$ cat src/rtl/fibonacci_seq_gen.sv
// Fibonacci term source with programmable seeds and term count, a valid/ready output
// handshake, and overflow handling selectable between stop and wrap.
module fibonacci_seq_gen #(
   parameter int WIDTH     = 8,
   parameter int CNT_W     = 8,
   parameter int MODE_WRAP = 0
) (
   input  logic             i_clk,
   input  logic             i_rst_n,
   input  logic             i_start,
   input  logic [WIDTH-1:0] i_seed0,
   input  logic [WIDTH-1:0] i_seed1,
   input  logic [CNT_W-1:0] i_num_terms,
   input  logic             i_out_ready,
   output logic [WIDTH-1:0] o_out,
   output logic             o_out_valid,
   output logic [CNT_W-1:0] o_term_idx,
   output logic             o_busy,
   output logic             o_done,
   output logic             o_overflow
);

   typedef enum logic [1:0] {S_IDLE, S_RUN, S_DONE} state_t;

   state_t           r_state;
   logic [WIDTH-1:0] r_a;
   logic [WIDTH-1:0] r_b;
   logic [CNT_W-1:0] r_n;
   logic [CNT_W-1:0] r_idx;
   logic             r_ovf_b;
   logic             r_valid;
   logic             r_busy;
   logic             r_done;
   logic             r_overflow;

   logic [WIDTH:0]   w_carry;
   logic [WIDTH-1:0] w_sum;
   logic             w_accept;
   logic             w_last;

   // Ripple-carry chain; the final carry flags that b's successor no longer fits.
   assign w_carry[0] = 1'b0;
   generate
      for (genvar gi = 0; gi < WIDTH; gi++) begin : g_rca
         assign w_sum[gi]       = r_a[gi] ^ r_b[gi] ^ w_carry[gi];
         assign w_carry[gi + 1] = (r_a[gi] & r_b[gi]) | (w_carry[gi] & (r_a[gi] ^ r_b[gi]));
      end
   endgenerate

   assign w_accept = r_valid & i_out_ready;
   assign w_last   = (r_idx == (r_n - CNT_W'(1)));

   always_ff @(posedge i_clk or negedge i_rst_n) begin
      if (!i_rst_n) begin
         r_state    <= S_IDLE;
         r_a        <= '0;
         r_b        <= '0;
         r_n        <= '0;
         r_idx      <= '0;
         r_ovf_b    <= 1'b0;
         r_valid    <= 1'b0;
         r_busy     <= 1'b0;
         r_done     <= 1'b0;
         r_overflow <= 1'b0;
      end else begin
         case (r_state)
            S_IDLE: begin
               r_done <= 1'b0;
               if (i_start) begin
                  r_a        <= i_seed0;
                  r_b        <= i_seed1;
                  r_n        <= i_num_terms;
                  r_idx      <= '0;
                  r_ovf_b    <= 1'b0;
                  r_overflow <= 1'b0;
                  if (i_num_terms == '0) begin
                     r_state <= S_DONE;
                     r_done  <= 1'b1;
                  end else begin
                     r_state <= S_RUN;
                     r_valid <= 1'b1;
                     r_busy  <= 1'b1;
                  end
               end
            end
            S_RUN: begin
               if (w_accept) begin
                  if (w_last || (r_ovf_b && (MODE_WRAP == 0))) begin
                     // Stop mode never promotes a carried term into a.
                     if (!w_last) r_overflow <= 1'b1;
                     r_state <= S_DONE;
                     r_valid <= 1'b0;
                     r_busy  <= 1'b0;
                     r_done  <= 1'b1;
                  end else begin
                     r_a     <= r_b;
                     r_b     <= w_sum;
                     r_ovf_b <= w_carry[WIDTH];
                     r_idx   <= r_idx + CNT_W'(1);
                     if (r_ovf_b) r_overflow <= 1'b1;
                  end
               end
            end
            S_DONE: begin
               r_done  <= 1'b0;
               r_state <= S_IDLE;
            end
            default: r_state <= S_IDLE;
         endcase
      end
   end

   assign o_out       = r_a;
   assign o_out_valid = r_valid;
   assign o_term_idx  = r_idx;
   assign o_busy      = r_busy;
   assign o_done      = r_done;
   assign o_overflow  = r_overflow;

endmodule
$ cat config.mk
export PLATFORM = sky130hd
export DESIGN_NAME = fibonacci_seq_gen
export DESIGN_NICKNAME = d
export VERILOG_FILES = /design/src/rtl/fibonacci_seq_gen.sv
export SDC_FILE = /design/constraint.sdc
export NUM_CORES = 1
export LEC_CHECK = 0
export CORE_UTILIZATION = 56
export CTS_CLUSTER_SIZE = 12
export DETAILED_ROUTE_END_ITERATION = 12
export PLACE_DENSITY = 0.85
export SYNTH_ARGS = -nofsm -noshare
export SYNTH_HDL_FRONTEND = slang
export SYNTH_SLANG_ARGS = --single-unit
$ cat constraint.sdc
create_clock -name i_clk -period 6.2 [get_ports i_clk]
set_input_delay 1.24 -clock i_clk [delete_from_list [all_inputs] [get_ports i_clk]]
set_output_delay 1.24 -clock i_clk [all_outputs]
set_load 0.1 [all_outputs]
---- Word-level counts from Yosys, hierarchy flattened ----
Cells that the tools add are included.
Widths: inputs -> output; s select.
cells by class
  add/subtract/negate cells ............... 2
  equal/unequal tests ..................... 10
  muxes and demuxes ....................... 36
  bitwise logic cells ..................... 38
  reduce and logical (&&, ||, !) cells .... 11
operators by type and width
  kind                 count
  $mux 8               9
  $pmux 8 s2           3
  $and 1x1->1          16
  $mux 1               15
  $xor 1x1->1          15
  $ne 2x2->1 const B   5
  $reduce_and 5->1     2
  $add 8x1->8 const B  1
  $eq 8x8->1           1
  $logic_not 8->1      1
  $mux 2               4
  $sub 8x1->8 const B  1
  $or 1x1->1           7
  $ne 3x3->1 const B   2
  $pmux 1 s2           3
  $reduce_and 3->1     2
  $pmux 2 s2           1
  $reduce_and 4->1     1
  $pmux 1 s3           1
  $reduce_bool 3->1    1
  $eq 2x1->1 const B   1
  $eq 2x2->1 const B   1
  $logic_not 2->1      1
  $reduce_and 2->1     1
  2 further kinds      2
storage, ports and cells
  flip-flop bits (word level) ............. 38
  output and inout bits ................... 20
  word-level logic and storage cells ...... 106

---- Longest topological paths before layout ----
Gate-level depths: netlist (run 1).
  depth in word-level cells ............... 18
  gate-level depth with buffers ........... 12
  depth with buffers taken out ............ 12

---- Least setup slack after synthesis (run 1) ----
No wires, ideal clock.
  path type ............................... flip-flop to flip-flop
  start point ............................. register r_a[0], in the netlist o_out[0]
  end point ............................... register r_b[7]
  data arrival time ....................... 3855 ps
  data required time ...................... 6077 ps
  slack ................................... 2222 ps
  stages on the path, launching flop included .. 12
  buffers on the path ..................... 0
  period minus slack after synthesis ...... 3978 ps
  path through ............................ dfrtp_1 > ha_1 > fa_1 > fa_1 > fa_1 > fa_1 > inv_1 > fa_1 > inv_1 > fa_1 > fa_1 > o221a_1
on the way
  word-level cells in the longest chain between the ends .. 17
ends and longest elaborated chain
  item                       RTL line  text
  from (decl)                26        logic [WIDTH-1:0] r_a;
  from (signal assigned)     70        r_a <= i_seed0;
  from (signal assigned)     96        r_a <= r_b;
  $and 1x1->1 (2 in series)  46        assign w_carry[gi + 1] = (r_a[gi] & r_b[gi]) | (w_carry[gi] & (r_a[gi] ^ r_b[gi]));
  $or 1x1->1                 46
  $and 1x1->1                46
  $or 1x1->1                 46
  $and 1x1->1                46
  $or 1x1->1                 46
  $and 1x1->1                46
  $or 1x1->1                 46
  $and 1x1->1                46
  $or 1x1->1                 46
  $and 1x1->1                46
  $or 1x1->1                 46
  $xor 1x1->1                45        assign w_sum[gi] = r_a[gi] ^ r_b[gi] ^ w_carry[gi];
  $mux 8                     88        if (w_last || (r_ovf_b && (MODE_WRAP == 0))) begin
  $mux 8                     87        if (w_accept) begin
  $pmux 8 s2                 66        case (r_state)
  to (signal assigned)       71        r_b <= i_seed1;
  to (signal assigned)       97        r_b <= w_sum;
  to (decl)                  27        logic [WIDTH-1:0] r_b;
Every way passes these cells. The select of a mux whose other input is x is not followed.
A chain may end at the register's enable or synchronous reset.

---- Worst setup path in the final report (run 1) ----
Same ends and word-level chain as after synthesis.

==> impl_metrics.tcl, run 1 <==
set metrics [dict create \
    synth_seq_cells 38 \
    critPathMaxFanout 3 \
    async_flop_share_pct 100.0 \
    grt_pass1_wl_um 8252 \
    synth.distinct_cells 57 \
    seqPwrFrac_pct 51.5 \
    crit_path_start "o_out[0]" \
    slew_headroom_pct 33.83 \
    layout-drive-gt1-share_pct 11.65 \
    die_h_um 67.12 \
    postCtsHoldBufs 0 \
    synthesis.area_sq_um 2375 \
    synthTopCellsByArea "dfrtp_1, fa_1, or3_1" \
    ant_nets 0 \
    cts_tree "done" \
    drt-initial-drc-count 133 \
    netlist_instances 223 \
    ys_seq_area_share_pct 40.04 \
    fin_skew_ns 0.008741 \
    grt-ovfl-total 0 \
    cp.required_ns 6.38 \
    grt_pass1_vias 1764 \
    wl_per_cell_um 16.13 \
    fp.coreArea_sq_um 4029 \
    grt_use_total_pct 24.92 \
    hold_viol_final 0 \
    p_sw_share_pct 20.70 \
    endpoint_kind "flop" \
    drt-vias-per-instance 6.085 \
    finalPower_uw 480.6 \
    synth_edf_count 0 \
    nets 306 \
    vias 1923 \
    post-route-drc-count 0 \
    place.gp.congestion 0.8241 \
    grt_max_degree 39 \
    peakVddDrop_mv 0.1626 \
    top_level_ports 48 \
    synth_top_flop_cell "dfrtp_1" \
    post_cts_resized 0 \
    drtPass1Iterations 4 \
    rows 23 \
    syn2layout_area_growth_pct 24.29 \
    antenna_found_initial 0 \
    worstPathArrival_ns 3.75 \
    post_cts_buffers 0 \
    period_needed_ns 3.567 \
    hp-class "reg2reg" \
    min-delay-start "o_done" \
    die_w_um 67.12 \
    insertion_delay_ns 0.30 \
    dp_hpwl_um 3484 \
    cts-root-buf "clkbuf_8" \
    synthDominantCellAreaShare_pct 40.04 \
    cts_max_level 2 \
    p_int_uw 381.1 \
    clockPowerShare_pct 43.6 \
    worst_slew_pin_slew_ns 0.9902 \
    syn_area_per_cell_sq_um 10.65 \
    numPortBuffers 47 \
    max_freq_ghz 0.2804 \
    power_switching_uw 99.51 \
    start_kind "flop" \
    setup-violations-final 0 \
    yosysTopAreaCell "dfrtp_1" \
    post-route-period-util_pct 57.53 \
    rsz0062_at_grt "false" \
    ys_warn_count 0 \
    wirelength_um 5096 \
    start_util_pct 58.94 \
    total_leakage_power_nw 1.258 \
    status "finished, final reports clean" \
    num-fill-cells 294 \
    cts_inserted_buffers 5 \
    tns_ns 0 \
    syn-num-nets 264 \
    reg2reg_from "o_out[0]" \
    maxCapViolCount 0 \
    clk_pin_slew_ns 0.08 \
    dieArea_sq_um 4505 \
    diodes 0 \
    p_per_area_nw_per_um2 162.8 \
    cts_sinks 38 \
    crit_type "reg2reg" \
    p_comb_share_pct 4.8 \
    clockBufferDepth 2 \
    finalMaxSlewViolations 0 \
]
[metal layers]
metal	GRT usage, %	vias up	share of wire (%)
met4	10.64	0	1.8
li1	-	932	-
met5	0	-	0
met2	37.63	47	48
met3	5.137	10	3.8
met1	34.50	934	47
[cell usage in the layout, fill, tap and decap left out, types with 2 or more instances in the layout]
cell / netlist / final
o211a_1: 2 / 2
xnor2_1: 4 / 4
nor2_1: 5 / 5
mux2_2: 8 / 8
clkbuf_8: 0 / 5
nand3b_1: 2 / 2
ha_1: 6 / 6
o211ai_1: 4 / 4
o21ai_0: 2 / 2
inv_1: 12 / 12
clkdlybuf4s50_1: 0 / 46
nor4_1: 6 / 6
xor2_1: 4 / 4
o221a_2: 7 / 7
nor3_1: 6 / 6
or3_1: 17 / 17
nand2_1: 15 / 15
a31oi_1: 2 / 2
o22ai_1: 2 / 2
or2_2: 2 / 2
a21oi_1: 6 / 6
a211o_1: 7 / 7
nand3_1: 6 / 6
o221a_1: 8 / 8
nand2b_1: 4 / 4
clkinv_2: 0 / 2
dfrtp_1: 38 / 38
fa_1: 7 / 7
[power by group through the flow]
stage / Combinational, mW / Sequential (mW) / Clock (mW)
after detailed placement: 0.0239 / 0.253 / 0
after CTS: 0.0240 / 0.248 / 0.210
after floorplan: 0.00111 / 0.253 / 0
after global placement: 0.0234 / 0.253 / 0
final: 0.0233 / 0.248 / 0.210
after global routing: 0.0256 / 0.248 / 0.222
[area by class of cell]
cell class                      instances  area (sq um)  area share (%)
Multi-Input combinational cell        160          1311           44.43
Sequential cell                        38         950.9           32.22
Timing Repair Buffer                   48         473.0           16.02
Clock buffer                            5         68.82           2.331
Tap cell                               50         62.56           2.120
Inverter                               12         45.04           1.526
Clock inverter                          3         40.04           1.357
[stage by stage]
stage | hold slack, ns | util (%) | std cells | worst slack (ns) | area, sq um
finish | 0.4978 | 73.26 | 316 | 2.633 | 2952
global route | 0.5124 | 73.26 | 316 | 2.518 | 2952
CTS | 0.5012 | 73.26 | 316 | 2.625 | 2952
detailed placement | 0.4798 | 70.56 | 308 | 2.631 | 2843
global placement | 0.4791 | 70.56 | 308 | 2.715 | 2843
floorplan | 0.5165 | - | 223 | 2.222 | 2375
[state kept, by name, summed over array words and instances, names as in the netlist]
signal	flops
o_out	8
o_term_idx	8
r_b	8
r_n	8
r_state	2
o_busy	1
o_done	1
o_overflow	1
r_ovf_b	1
[critical path, cell delays in order (launching register included)]
cell	delay, ns
dfrtp_1	0.40
ha_1	0.22
fa_1	0.38
fa_1	0.39
fa_1	0.38
fa_1	0.38
inv_1	0.08
fa_1	0.16
inv_1	0.05
fa_1	0.37
fa_1	0.43
o221a_1	0.21
[kinds of logic after synthesis]
family | count (synthesis) | synth area share, %
adder cells (fa/ha/maj) | 13 | 9.062
AO/OA/AOI/OAI | 55 | 20.92
multiplexers | 10 | 4.689
XOR/XNOR | 8 | 2.950
flip-flops | 38 | 40.04
AND/OR/NAND/NOR | 74 | 17.60
buffers and inverters | 25 | 4.741
[synth_stat cells (2+ instances only)]
library cell,number
mux2_2,8
nor3_1,6
a211o_1,7
o221a_1,8
ha_1,6
buf_4,2
nand2_1,15
nand3b_1,2
or2_2,2
dfrtp_1,38
a21oi_1,6
xnor2_1,4
nand2b_1,4
o21ai_0,2
o221a_2,7
o22ai_1,2
inv_1,12
fa_1,7
nor2_1,5
a31oi_1,2
o211a_1,2
buf_2,3
or3_1,17
nor4_1,6
clkbuf_1,7
o211ai_1,4
nand3_1,6
xor2_1,4
[path summary, 6_finish.rpt]
kind                       endpoint  slack, ns  cells after the start
max                          r_b[7]       2.63                     11
min                          o_done       0.50                      1
max reg2reg                  r_b[7]       2.63                     11
min reg2reg                  o_done       0.50                      1
max in group asynchronous    r_b[7]       4.63                      1
min in group asynchronous    r_n[7]       1.03                      1
No activity file was read; power rests on OpenSTA's default activity.
==> run 2, diff against run 1 <==
--- a/config.mk
+++ b/config.mk
@@ -5,10 +5,10 @@
 export SDC_FILE = /design/constraint.sdc
 export NUM_CORES = 1
 export LEC_CHECK = 0
-export CORE_UTILIZATION = 56
+export CORE_UTILIZATION = 52
 export CTS_CLUSTER_SIZE = 12
 export DETAILED_ROUTE_END_ITERATION = 12
-export PLACE_DENSITY = 0.85
+export PLACE_DENSITY = 0.8
 export SYNTH_ARGS = -nofsm -noshare
 export SYNTH_HDL_FRONTEND = slang
 export SYNTH_SLANG_ARGS = --single-unit
==> constraint.sdc (replaced) <==
create_clock -name i_clk -period 3.6 [get_ports i_clk]
set_input_delay 0.72 -clock i_clk [delete_from_list [all_inputs] [get_ports i_clk]]
set_output_delay 0.72 -clock i_clk [all_outputs]
set_load 0.1 [all_outputs]
==> impl_metrics.tcl, run 2 (synthesis results as in run 1) <==
set metrics [dict create \
    cts_max_level 2 \
    diodes 0 \
    grt_use_total_pct 22.71 \
    grt_pass1_vias 1819 \
    dieArea_sq_um 4841 \
    finalNonFillerCells 321 \
    vias 1971 \
    maxCapViolCount 0 \
    die_w_um 69.58 \
    clk_pin_slew_ns 0.08 \
    p_per_area_nw_per_um2 259.2 \
    max_freq_ghz 0.2909 \
    total_leakage_power_nw 1.249 \
    dp_hpwl_um 3751 \
    top_level_ports 48 \
    place.gp.congestion 0.7969 \
    insertion_delay_ns 0.29 \
    crit_type "reg2reg" \
    cts_tree "done" \
    die_h_um 69.58 \
    post-route-drc-count 0 \
    tns_ns 0 \
    wirelength_um 5201 \
    wl_per_cell_um 16.20 \
    postCtsHoldBufs 0 \
    period_needed_ns 3.438 \
    status "finished, final reports clean" \
    post-route-period-util_pct 95.50 \
    final_cell_mix "clkdlybuf4s50_1, dfrtp_1, or3_1, nand2_1, inv_1" \
    finalPower_uw 772.2 \
    nets 309 \
    antenna_found_initial 0 \
    ant_nets 0 \
    start_util_pct 54.17 \
    grt_pass1_wl_um 8721 \
    setup-violations-final 0 \
    drt-vias-per-instance 6.140 \
    numPlacedInstances 313 \
    worst_slew_pin_slew_ns 0.9686 \
    drtPass1Iterations 4 \
    grt_max_degree 39 \
    finalMaxSlewViolations 0 \
    final_util_pct 67.95 \
    fp.coreArea_sq_um 4384 \
    layout-drive-gt1-share_pct 15.24 \
    rows 24 \
    grt-ovfl-total 0 \
    worstPathArrival_ns 3.61 \
    cp.required_ns 3.77 \
    hold_viol_final 0 \
    final_common_cell "clkdlybuf4s50_1" \
    cts-root-buf "clkbuf_8" \
    hp-class "reg2reg" \
    syn2layout_area_growth_pct 25.45 \
    critPathMaxFanout 3 \
    endpoint_kind "flop" \
    peakVddDrop_mv 0.2010 \
    start_kind "flop" \
    rsz0062_at_grt "false" \
    drt-initial-drc-count 155 \
    fin_skew_ns 0.006833 \
    cts_sinks 38 \
    numPortBuffers 47 \
    clockBufferDepth 2 \
    cts_inserted_buffers 5 \
    slew_headroom_pct 35.23 \
]
==> run 2: cell types whose count changed in the layout (fill, tap and decap cells not counted), sizes merged <==
cell / previous run / this run
buf: 2 / 7
bufinv: 1 / 0
clkbuf: 5 / 7
clkdlybuf4s50: 46 / 44
clkinv: 2 / 1
==> run 2: worst paths after layout <==
kind	end	slack (ns)	from	cells after the start
worst min-delay path	o_overflow	0.49	o_overflow	1
max in group asynchronous	o_out[0]	2.43	i_rst_n	1
worst max register to register	r_b[7]	0.16	o_out[0]	11
worst min register to register	o_overflow	0.49	o_overflow	1
worst max-delay path	r_b[7]	0.16	o_out[0]	11
min in group asynchronous	o_out[2]	0.54	i_rst_n	1
==> run 2: metrics by stage <==
stage	hold slack [ns]	setup WS (ns)	cell area, sq um
3_3_place_gp	0.4775	0.1483	2885
5_1_grt	0.5121	0.02528	2979
4_1_cts	0.5013	0.07549	2977
2_1_floorplan	0.4244	0.006713	2397
6_report	0.4938	0.1619	2979
3_5_place_dp	0.4798	0.07882	2885
==> run 2: area by class of cell <==
cell class                 instances  area (sq um)
timing repair buffer              51         490.5
clock inverter                     1         5.005
fill                             348          1405
clock buffer                       7         86.33
tap                               52         65.06
sequential                        38         955.9
multi-input combinational        160          1331
inverter                          12         45.04
==> run 2: per-layer routing <==
| metal | vias up | global-route usage, % | wire (um) |
|---|---|---|---|
| li1 | 924 | - | - |
| met1 | 995 | 33.27 | 2421 |
| met2 | 50 | 34.74 | 2537 |
| met3 | 2 | 4.797 | 216 |
| met4 | 0 | 5.215 | 25 |
| met5 | - | 0 | 0 |
==> run 2: what timing repair did <==
item,4_1_cts,5_1_grt
setup endpoints to repair,0,1
resized for setup,0,1
buffers inserted,0,0
==> run 2: worst max-delay path, stage by stage, from the launching register on <==
cell and delay [ns]:
dfrtp_4 0.50, ha_4 0.17, fa_2 0.33, fa_2 0.35, fa_2 0.34, fa_1 0.36, inv_1 0.07, fa_1 0.15
inv_1 0.05, fa_1 0.37, fa_1 0.43, o221a_1 0.21
==> run 2: power breakdown <==
group | switching [mW] | internal [mW]
sequential | 0 | 0.426
clock | 0.151 | 0.155
combinational | 0.0146 | 0.0260
==> run 3, diff against run 2 <==
--- a/config.mk
+++ b/config.mk
@@ -5,10 +5,10 @@
 export SDC_FILE = /design/constraint.sdc
 export NUM_CORES = 1
 export LEC_CHECK = 0
-export CORE_UTILIZATION = 52
+export CORE_UTILIZATION = 43
 export CTS_CLUSTER_SIZE = 12
 export DETAILED_ROUTE_END_ITERATION = 12
-export PLACE_DENSITY = 0.8
+export PLACE_DENSITY = 0.68
 export SYNTH_ARGS = -nofsm -noshare
 export SYNTH_HDL_FRONTEND = slang
 export SYNTH_SLANG_ARGS = --single-unit
==> impl_metrics.tcl, run 3 (synthesis results as in run 1) <==
set metrics [dict create \
    wl_per_cell_um 15.40 \
    clk_pin_slew_ns 0.08 \
    design_area_sq_um 3017 \
    critPathMostFrequentCell "fa_1" \
    cts_inserted_buffers 5 \
    post_cts_resized 0 \
    tns_ns 0 \
    vias 1913 \
    peakVddDrop_mv 0.1985 \
    setup-violations-final 0 \
    ant_nets 0 \
    wirelength_um 5221 \
    p_sw_share_pct 20.38 \
    post_cts_buffers 0 \
    antenna_found_initial 0 \
    slew_headroom_pct 35.06 \
    seqPwrFrac_pct 51.7 \
    worstPathArrival_ns 3.68 \
    numPortBuffers 47 \
    die_h_um 76.32 \
    nets 309 \
    cts_sinks 38 \
    final_common_cell "clkdlybuf4s50_1" \
    grt_pass1_wl_um 8749 \
    cts_max_level 2 \
    drtPass1Iterations 4 \
    power_switching_uw 168.0 \
    worst_r2r_endpoint "r_b[7]" \
    grt_use_total_pct 18.72 \
    postCtsHoldBufs 0 \
    cp.required_ns 3.77 \
    layout-drive-gt1-share_pct 15.24 \
    top_level_ports 48 \
    grt_pass1_vias 1865 \
    drt-vias-per-instance 5.643 \
    hp-class "reg2reg" \
    numPlacedInstances 331 \
    rows 26 \
    slowest_stage "dfrtp_4" \
    crit_type "reg2reg" \
    period_needed_ns 3.509 \
    rrSetupSlack_ns 0.09 \
    dieArea_sq_um 5824 \
    place.gp.congestion 0.7537 \
    crit_path_cell_trace "ha_4, fa_1, fa_2, fa_2, fa_1, inv_1, fa_1, inv_1, fa_1, fa_1, o221a_1" \
    final_util_pct 57.96 \
    critPathMaxFanout 3 \
    final_cell_mix "clkdlybuf4s50_1, dfrtp_1, or3_1, nand2_1, inv_1" \
    reg2reg_from "o_out[0]" \
    cp-endpoint "r_b[7]" \
    diodes 0 \
    crit_path_start "o_out[0]" \
    max_freq_ghz 0.2850 \
    finalNonFillerCells 339 \
    rsz0062_at_grt "false" \
    fp.coreArea_sq_um 5205 \
    syn2layout_area_growth_pct 27.03 \
    endpoint_kind "flop" \
    worst_slew_pin_slew_ns 0.9710 \
    finalMaxSlewViolations 0 \
    clockBufferDepth 2 \
    grt_max_degree 39 \
    post-route-period-util_pct 97.47 \
    placed_area_sq_um 2908 \
    multiInputGateArea_sq_um 1329 \
    start_util_pct 45.63 \
    p_int_uw 656.4 \
    maxCapViolCount 0 \
    insertion_delay_ns 0.29 \
    cts-root-buf "clkbuf_8" \
    regArea_sq_um 955.9 \
    grt-ovfl-total 0 \
    critPathMaxStageDelay_ns 0.50 \
    status "finished, final reports clean" \
    die_w_um 76.32 \
    dp_hpwl_um 3753 \
    fin_skew_ns 0.004265 \
    num-fill-cells 484 \
    clockPowerShare_pct 43.4 \
    hold_viol_final 0 \
    drt-initial-drc-count 46 \
    cts_tree "done" \
    post-route-drc-count 0 \
    total_leakage_power_nw 1.262 \
    p_per_area_nw_per_um2 273.3 \
    r2r_cells 11 \
    start_kind "flop" \
    p_comb_share_pct 4.9 \
]
==> run 3: cell types whose count changed in the layout (fill, tap and decap cells not counted) <==
cell | before | now
bufinv_16 | 0 | 1
clkbuf_1 | 1 | 0
clkbuf_8 | 6 | 5
clkinv_2 | 1 | 2
fa_1 | 4 | 5
fa_2 | 3 | 2
==> run 3: area by class of cell <==
cell class,count,area share (%)
multi-input cells,160,44.05
flip-flops and latches,38,31.69
repair buffers,51,16.26
well taps,70,2.903
clock buffers,5,2.281
inverters,12,1.493
clock inverters,3,1.327
==> run 3: per-layer routing <==
layer  share of wire (%)  vias to the layer above  GRT usage (%)
met2                  47                       27          30.09
met1                  50                      945          25.65
met3                 2.5                        5          3.353
met4                 1.1                        0          5.769
li1                    -                      936              -
met5                   0                        -              0
==> run 3: per-stage QoR <==
step / setup slack, ns / hold WS, ns / total power, mW
floorplan: 0.006713 / 0.4244 / 0.4370
global placement: 0.1447 / 0.4770 / 0.4758
detailed placement: 0.08241 / 0.4797 / 0.4764
CTS: 0.06348 / 0.5017 / 0.8345
global route: 0.001580 / 0.5255 / 0.8569
finish: 0.09114 / 0.4946 / 0.8244
==> run 3: worst max-delay path: cells and delay by family (launching register included) <==
family | cells | cell delay, ns
buf+inv | 2 | 0.12
fa+ha+maj | 8 | 2.55
compound gates | 1 | 0.22
flops | 1 | 0.50
==> run 3: worst min path at each step <==
stage / start / to / slack [ns] / cells after the start
3_5_place_dp: o_overflow / o_overflow / 0.48 / 1
4_1_cts: o_overflow / o_overflow / 0.50 / 1
5_1_grt: o_overflow / o_overflow / 0.53 / 1
2_1_floorplan: i_rst_n / o_busy / 0.42 / 0
6_report: o_done / o_done / 0.49 / 1
3_3_place_gp: o_overflow / o_overflow / 0.48 / 1
==> run 3: power by group through the flow <==
stage | registers (mW) | logic (mW) | clock network, mW
5_1_grt | 0.426 | 0.0446 | 0.386
6_report | 0.426 | 0.0403 | 0.358
3_3_place_gp | 0.435 | 0.0409 | 0
4_1_cts | 0.426 | 0.0416 | 0.367
2_1_floorplan | 0.435 | 0.00192 | 0
3_5_place_dp | 0.435 | 0.0414 | 0
